### src/rtl/shared_adder_arbiter.sv
// rtl/shared_adder_arbiter.sv - round-robin arbiter sharing one adder among NUM_REQ requesters
//
// Ports:
//   clock__i      single clock, rising edge
//   reset_n__i    asynchronous active-low reset
//   reqValid__i   per-requester operation present
//   reqDataA__i   packed operand A, requester k at [k*WIDTH +: WIDTH]
//   reqDataB__i   packed operand B, same packing
//   reqReady__o   one-hot grant, accepted on valid & ready at a clock edge
//   rspValid__o   result register holds a valid result
//   rspReady__i   consumer accepts the result
//   rspData__o    sum modulo 2^WIDTH
//   rspCarry__o   carry out of the addition
//   rspId__o      requester that owns the result
module shared_adder_arbiter #(
  parameter int WIDTH   = 32,
  parameter int NUM_REQ = 4
) (
  input  logic                       clock__i,
  input  logic                       reset_n__i,
  input  logic [NUM_REQ-1:0]         reqValid__i,
  input  logic [NUM_REQ*WIDTH-1:0]   reqDataA__i,
  input  logic [NUM_REQ*WIDTH-1:0]   reqDataB__i,
  output logic [NUM_REQ-1:0]         reqReady__o,
  output logic                       rspValid__o,
  input  logic                       rspReady__i,
  output logic [WIDTH-1:0]           rspData__o,
  output logic                       rspCarry__o,
  output logic [$clog2(NUM_REQ)-1:0] rspId__o
);

  localparam int ID_W = $clog2(NUM_REQ);

  logic [ID_W-1:0]  ptr;
  logic [ID_W-1:0]  grant_id;
  logic             grant_any;
  logic             slot_free;
  logic             accept;
  logic [ID_W:0]    scan_sum;
  logic [ID_W-1:0]  scan_idx;
  logic [WIDTH-1:0] a_sel;
  logic [WIDTH-1:0] b_sel;
  logic [WIDTH:0]   sum_full;
  logic [ID_W-1:0]  ptr_next;

  assign slot_free = !rspValid__o || rspReady__i;

  // Scan ptr, ptr+1, ... modulo NUM_REQ; the first valid requester wins.
  // Only reqValid__i and ptr feed this, so the grant never sees operand data.
  always_comb begin
    grant_any = 1'b0;
    grant_id  = '0;
    scan_sum  = '0;
    scan_idx  = '0;
    for (int i = 0; i < NUM_REQ; i++) begin
      scan_sum = {1'b0, ptr} + (ID_W+1)'(i);
      if (scan_sum >= (ID_W+1)'(NUM_REQ)) begin
        scan_sum = scan_sum - (ID_W+1)'(NUM_REQ);
      end
      scan_idx = scan_sum[ID_W-1:0];
      if (!grant_any && reqValid__i[scan_idx]) begin
        grant_any = 1'b1;
        grant_id  = scan_idx;
      end
    end
  end

  // Reset gates the grant directly: the register is already clear, so slot_free
  // alone would let a grant through while reset is held.
  assign accept = grant_any && slot_free && reset_n__i;

  always_comb begin
    reqReady__o = '0;
    a_sel       = '0;
    b_sel       = '0;
    for (int k = 0; k < NUM_REQ; k++) begin
      if (grant_id == ID_W'(k)) begin
        reqReady__o[k] = accept;
        a_sel          = reqDataA__i[k*WIDTH +: WIDTH];
        b_sel          = reqDataB__i[k*WIDTH +: WIDTH];
      end
    end
  end

  assign sum_full = {1'b0, a_sel} + {1'b0, b_sel};
  assign ptr_next = (grant_id == ID_W'(NUM_REQ - 1)) ? '0 : grant_id + ID_W'(1);

  // A drain and a new acceptance in the same cycle simply overwrite the
  // register, giving one operation per cycle.
  always_ff @(posedge clock__i or negedge reset_n__i) begin
    if (!reset_n__i) begin
      rspValid__o <= 1'b0;
      rspData__o  <= '0;
      rspCarry__o <= 1'b0;
      rspId__o    <= '0;
      ptr         <= '0;
    end else if (accept) begin
      rspValid__o <= 1'b1;
      rspData__o  <= sum_full[WIDTH-1:0];
      rspCarry__o <= sum_full[WIDTH];
      rspId__o    <= grant_id;
      ptr         <= ptr_next;
    end else if (rspReady__i) begin
      rspValid__o <= 1'b0;
    end
  end

endmodule

### config.mk
export PLATFORM = sky130hd
export DESIGN_NAME = shared_adder_arbiter
export DESIGN_NICKNAME = d
export VERILOG_FILES = /design/src/rtl/shared_adder_arbiter.sv
export SDC_FILE = /design/constraint.sdc
export NUM_CORES = 1
export LEC_CHECK = 0
export ABC_CLOCK_PERIOD_IN_PS = 4290
export CAP_MARGIN = 10
export CORE_ASPECT_RATIO = 0.7
export CORE_MARGIN = 2
export CORE_UTILIZATION = 36
export DETAILED_ROUTE_END_ITERATION = 6
export PLACE_DENSITY = 0.78
export SLEW_MARGIN = 30
export SYNTH_ARGS = -nofsm -noshare
export SYNTH_HDL_FRONTEND = slang
export SYNTH_SLANG_ARGS = --single-unit
### constraint.sdc
create_clock -name clock__i -period 4.29 [get_ports clock__i]
set_clock_uncertainty 0.2 [all_clocks]
set_input_delay 0.858 -clock clock__i [delete_from_list [all_inputs] [get_ports clock__i]]
set_output_delay 0.858 -clock clock__i [all_outputs]
set_load 0.005 [all_outputs]
# Yosys cells after proc, flatten, opt, wreduce, memory -nomap -nowiden
# Cells that the tools add are included.
[word_totals]
reg_bits = 38
out_inout_bits = 40
[op_classes]
addsub = 9
n_reduce_logical = 12
order_cmp = 8
muxes = 35
eq_ne = 3
[ops]
columns = ["operator", "n"]
rows = [
  ["32-bit 2-to-1 mux", 8],
  ["32-bit by 32-bit adder with 33-bit output", 1],
  ["2-bit 2-to-1 mux", 9],
  ["1-bit 2-to-1 mux", 14],
  ["2-bit by 3-bit less-than comparator with 1-bit output, second input constant", 4],
  ["3-bit greater-or-equal comparator, second input constant", 3],
  ["1-bit binary-select mux with 2-bit select", 4],
  ["2-bit by 1-bit subtractor with 2-bit output, second input constant", 4],
  ["2-bit by 2-bit adder with 3-bit output, second input constant", 2],
  ["1-bit logical AND", 5],
  ["2-bit equality test, second input constant", 2],
  ["1-bit logical NOT", 4],
  ["2-bit by 1-bit adder with 3-bit output, second input constant", 1],
  ["2-bit by 3-bit greater-or-equal comparator with 1-bit output, second input constant", 1],
  ["2-bit by 1-bit adder with 2-bit output, second input constant", 1],
  ["2-bit by 1-bit equality test with 1-bit output, second input constant", 1],
  ["2-bit logical NOT", 1],
  ["2-bit nonzero test", 1],
  ["1-bit logical OR", 1],
]

# Logic depth before layout (Yosys ltp)
[depth]
depth_word = 20
ltp_mapped = 23
depth_no_buf = 21

# Worst setup path before layout
# No wires, ideal clock.
[synth_timing]
path_kind = "input to register"
startpoint = "input reqValid__i[2]"
endpoint = "register rspData__o[9]"
required_ns = 3.954
arrival_time_ns = 4.356
stages = 19
setup_slack_ns = -0.402
path_cell_list = "nand2b_1 > a21oi_1 > a211oi_1 > ha_1 > clkbuf_1 > clkbuf_1 > nor2_1 > a21oi_1 > nor2_1 > a21oi_1 > o21ai_0 > ha_1 > and2_4 > a221o_1 > or2_1 > a31o_2 > a21o_1 > a211oi_1 > o31ai_1"
[synth_via]
elab_chain_cells = 18
[synth_lines]
columns = ["element", "line_no", "rtl"]
rows = [
  ["from (decl)", "21", "input logic [NUM_REQ-1:0] reqValid__i,"],
  ["1-bit binary-select mux with 2-bit select", "61", "if (!grant_any && reqValid__i[scan_idx]) begin"],
  ["1-bit 2-to-1 mux (not written as such)", "61", ""],
  ["1-bit 2-to-1 mux", "61", ""],
  ["1-bit logical NOT", "61", ""],
  ["1-bit logical AND", "61", ""],
  ["1-bit 2-to-1 mux", "61", ""],
  ["1-bit logical NOT", "61", ""],
  ["1-bit logical AND", "61", ""],
  ["1-bit 2-to-1 mux", "61", ""],
  ["1-bit logical NOT", "61", ""],
  ["1-bit logical AND", "61", ""],
  ["2-bit 2-to-1 mux *", "61", ""],
  ["named net grant_id[0]", "35", "logic [ID_W-1:0] grant_id;"],
  ["2-bit logical NOT", "77", "if (grant_id == ID_W'(k)) begin"],
  ["32-bit 2-to-1 mux (4 in series)", "77", ""],
  ["32-bit by 32-bit adder with 33-bit output *", "85", "assign sum_full = {1'b0, a_sel} + {1'b0, b_sel};"],
  ["to (signal assigned)", "99", "rspData__o <= sum_full[WIDTH-1:0];"],
  ["to (decl)", "27", "output logic [WIDTH-1:0] rspData__o,"],
]
# Mark *: on every way through the listed nets, which the timed path passes. The rest lies on a longest branch. The select of a mux whose other input is x is not followed.
# A chain may end at the register's enable or synchronous reset.

# Worst setup path in the final report
[layout_timing]
startpoint = "input reqValid__i[1]"
endpoint = "register rspData__o[20]"
[layout_via]
elab_chain_cells = 18
[layout_lines]
columns = ["element", "line_no"]
rows = [
  ["1-bit binary-select mux with 2-bit select", "61"],
  ["1-bit 2-to-1 mux (not written as such)", "61"],
  ["1-bit 2-to-1 mux", "61"],
  ["1-bit logical NOT", "61"],
  ["1-bit logical AND", "61"],
  ["1-bit 2-to-1 mux", "61"],
  ["1-bit logical NOT", "61"],
  ["1-bit logical AND", "61"],
  ["1-bit 2-to-1 mux", "61"],
  ["1-bit logical NOT", "61"],
  ["1-bit logical AND", "61"],
  ["2-bit 2-to-1 mux", "61"],
  ["2-bit logical NOT", "77"],
  ["32-bit 2-to-1 mux (4 in series)", "77"],
  ["32-bit by 32-bit adder with 33-bit output", "85"],
]
# Parallel ways exist; a longest one is shown, timed or not. The select of a mux whose other input is x is not followed.

==> reports/qor.csv <==
metric,value,unit
relative area change from synthesis to final layout,104,%
total number of vias,8362,
synth unique cells,69,
highest ir drop seen on vdd,0.313,mV
post-detail-place hpwl,20800,um
final critical delay including setup and external delays,4.44,ns
actual slew at the worst max-slew pin,0.787,ns
CTS tree,done,
vertical extent of the die,108,um
cell count after synthesis,906,
critical setup path kind,input port to flip-flop,
clk sinks,38,
largest net degree at the start of global routing,42,
leading cell type by number of instances after synthesis,sky130_fd_sc_hd__nand2_1,
failing checks,negative setup slack,
post-route cell area,0.0113,sq mm
unrepaired setup endpoints after global routing,yes,
total power divided by cell area,692,mW/mm^2
Hold WC Path Type,flip-flop to flip-flop,
endpoint arrival time on the critical path,4.46,ns
iteration-0 DRC count of the detailed router,601,
post-route DRC violation count,0,
number of antenna violations at the first check in global routing,0,
core area,0.0149,sq mm
CP cell instances,buf_6 -> o31a_1 -> o21ai_2 -> o21ai_4 -> ha_4 -> buf_12 -> buf_16 -> buf_8 -> nand2_2 -> nor2_1 -> a21oi_1 -> nor2_1 -> a21oi_1 -> o21ai_1 -> ha_2 -> nor3_1 -> nor3_2 -> nand2_2 -> a311oi_4 -> a211oi_2 -> or4_1 -> nand3_1,
netlist area before placement,0.00552,sq mm
Die Span X,152,um
Vias/cell,5.41,
share of flip-flops with an asynchronous set or reset,100,%
total global routing overflow,0,
first-pass detailed-route iteration total,6,
total routing usage reported by global routing,33.1,%
top cells by area in the synthesized netlist,"sky130_fd_sc_hd__dfrtp_1 (17%), sky130_fd_sc_hd__a21oi_1 (14%), sky130_fd_sc_hd__nand2_1 (13%), sky130_fd_sc_hd__nor2_1 (9.7%), sky130_fd_sc_hd__o21ai_0 (9.0%)",
first-pass GRT wire length,42700,um
Routed WL per cell,18.5,um
area of the die,0.0163,sq mm
final WL,28600,um
Syn. warnings,0,
depth of the CTS H-tree,2,
ports placed on the boundary,303,
achievable frequency,225,MHz
count of final setup violators,13,
Final GP Congestion,0.979,
fraction of layout instances using a drive strength above 1,24.0,%
critical-path maximum fanout,8,
clock transition at the register clock pins on the worst setup and hold paths after CTS,0.06,ns
number of synthesized register bits,38,
Routed Antenna Nets,0,
number of max-capacitance violations reported,0,
CP required,4.31,ns
Synth top cells by count,"sky130_fd_sc_hd__nand2_1 (185), sky130_fd_sc_hd__a21oi_1 (159), sky130_fd_sc_hd__nor2_1 (142)",
sequential element share of the synthesized area,17.2,%
status,"finished, violations left",
Initial Utilization,37.1,%
library cell occupying the most area in the post-synthesis netlist,sky130_fd_sc_hd__dfrtp_1,
tightest slew margin relative to the limit,47.4,%
final worst slack,-0.149,ns
cts bufs inserted,5,
portion of synthesized cell area occupied by the leading cell type,17.2,%
"Max stage delay cell, worst path",sky130_fd_sc_hd__or4_1,
CP Launch Type,input port,
total negative slack for setup checks,-1.20,ns
crit share post-route,103,%
Syn Nets,1206,
number of filler cells placed in the layout,1181,
Clk Tree Root Cell,sky130_fd_sc_hd__clkbuf_16,
final count of hold timing violations,0,
FP Rows,37,
Worst setup EP type,flip-flop,
maximum number of buffers from clock root to sink,2,
via count of the first global-routing pass,8173,
Layout Nets,1651,
Clock Latency Late Sink,0.28,ns
number of enable-type register cells in the synthesized netlist,0,
Port-buffer cells,302,
# hold bufs at CTS,0,
Post-Syn Area per Cell,6.09,sq um
top_reg_cell synth,sky130_fd_sc_hd__dfrtp_1,
leakage power,0.00484,uW
Max Transition Viols Final,0,
post-detailed-placement cell area,0.00974,sq mm
diode insertion count for antenna repair,0,
worst stage delay on the critical path,0.42,ns
[area by class of cell]
class	count	area (sq um)	area share [%]
clock inverters	2	60.1	0.533
well taps	195	244	2.17
flip-flops and latches	38	951	8.44
inverters	11	43.8	0.389
repair buffers	507	4990	44.3
clock buffers	6	139	1.23
multi-input cells	788	4840	42.9
[where the power goes]
part           internal, uW  leakage [uW]  switching [uW]
logic                  3410       0.00428            3250
registers               524      0.000469             104
clock network           349     0.0000971             145
total                  4290       0.00484            3500
[metrics by stage]
| stage | instances | hold slack (ns) | setup WS [ns] | util [%] | total power [uW] |
|---|---|---|---|---|---|
| after global placement | 1476 | 0.260 | -1.02 | 65.6 | 5660 |
| final | 1547 | 0.278 | -0.149 | 75.8 | 7790 |
| after global routing | 1547 | 0.309 | -0.283 | 75.8 | 8310 |
| after detailed placement | 1476 | 0.270 | -1.08 | 65.6 | 5720 |
| after CTS | 1531 | 0.283 | -0.0764 | 73.1 | 7150 |
| after floorplan | 906 | 0.270 | -0.0130 | - | 3390 |
[routing by layer]
layer | global-route usage, % | share of wire (%) | vias to the layer above
li1 | - | - | 4075
met1 | 38.5 | 40 | 3809
met2 | 59.7 | 48 | 403
met3 | 6.84 | 7.6 | 75
met4 | 13.5 | 4.1 | 0
met5 | 0 | 0 | -
[repair_timing]
action                                  in CTS  in global routing
endpoints found under the setup margin      31                 28
gates resized for setup                    119                 91
pin swaps                                   57                 54
buffers inserted                            36                 17
cloned                                      11                  0
[logic make-up after synthesis]
kind of cell             count (synthesis)  synth area share, %
multiplexers                             2                0.385
XOR/XNOR                                16                 2.54
flip-flops                              38                 17.2
buffers and inverters                   80                 5.76
AO/OA/AOI/OAI                          331                 34.5
adder cells (fa/ha/maj)                 37                 8.53
AND/OR/NAND/NOR                        402                 31.0
[registers in the layout, summed over array words and instances (netlist names)]
register / flops
ptr: 2
rspCarry__o: 1
rspData__o: 32
rspId__o: 2
rspValid__o: 1
[critical path: cells and delay by family]
family,cells,cell delay [ns]
buffers and inverters,4,0.54
AO/OA/AOI/OAI,8,1.36
adder cells (fa/ha/maj),2,0.57
AND/OR/NAND/NOR,8,1.08
[placed cells by master, fill, tap and decap left out, types with 5 or more instances in the layout]
master,count
sky130_fd_sc_hd__xor2_1,5
sky130_fd_sc_hd__nand2_1,180
sky130_fd_sc_hd__buf_4,163
sky130_fd_sc_hd__o21ai_1,43
sky130_fd_sc_hd__nand3_1,9
sky130_fd_sc_hd__clkdlybuf4s50_1,297
sky130_fd_sc_hd__nor3b_1,5
sky130_fd_sc_hd__buf_12,9
sky130_fd_sc_hd__inv_1,9
sky130_fd_sc_hd__and3_1,5
sky130_fd_sc_hd__nor2_1,138
sky130_fd_sc_hd__o21ai_2,11
sky130_fd_sc_hd__o21a_1,7
sky130_fd_sc_hd__buf_6,24
sky130_fd_sc_hd__nand2_2,6
sky130_fd_sc_hd__o21ai_0,46
sky130_fd_sc_hd__a21oi_1,135
sky130_fd_sc_hd__ha_4,8
sky130_fd_sc_hd__dfrtp_1,38
sky130_fd_sc_hd__a21o_1,11
sky130_fd_sc_hd__nor3_1,6
sky130_fd_sc_hd__buf_16,8
sky130_fd_sc_hd__ha_1,23
sky130_fd_sc_hd__o31ai_1,7
sky130_fd_sc_hd__xnor2_1,6
sky130_fd_sc_hd__and2_1,7
sky130_fd_sc_hd__clkbuf_16,5
sky130_fd_sc_hd__a21oi_2,21
sky130_fd_sc_hd__nand4_1,8
sky130_fd_sc_hd__ha_2,5
[final timing paths]
path | from | to | slack (ns) | cells past startpoint
min in group asynchronous | reset_n__i | ptr[0]$_DFFE_PN0P_ | 0.45 | 2
min | rspData__o[2]$_DFFE_PN0P_ | rspData__o[2]$_DFFE_PN0P_ | 0.28 | 2
max reg2reg | ptr[1]$_DFFE_PN0P_ | rspData__o[20]$_DFFE_PN0P_ | 0.05 | 21
max | reqValid__i[1] | rspData__o[20]$_DFFE_PN0P_ | -0.15 | 22
max in group asynchronous | reset_n__i | rspData__o[24]$_DFFE_PN0P_ | 3.11 | 2
min reg2reg | rspData__o[2]$_DFFE_PN0P_ | rspData__o[2]$_DFFE_PN0P_ | 0.28 | 2
Note: power is estimated with default switching activity, not from simulation.
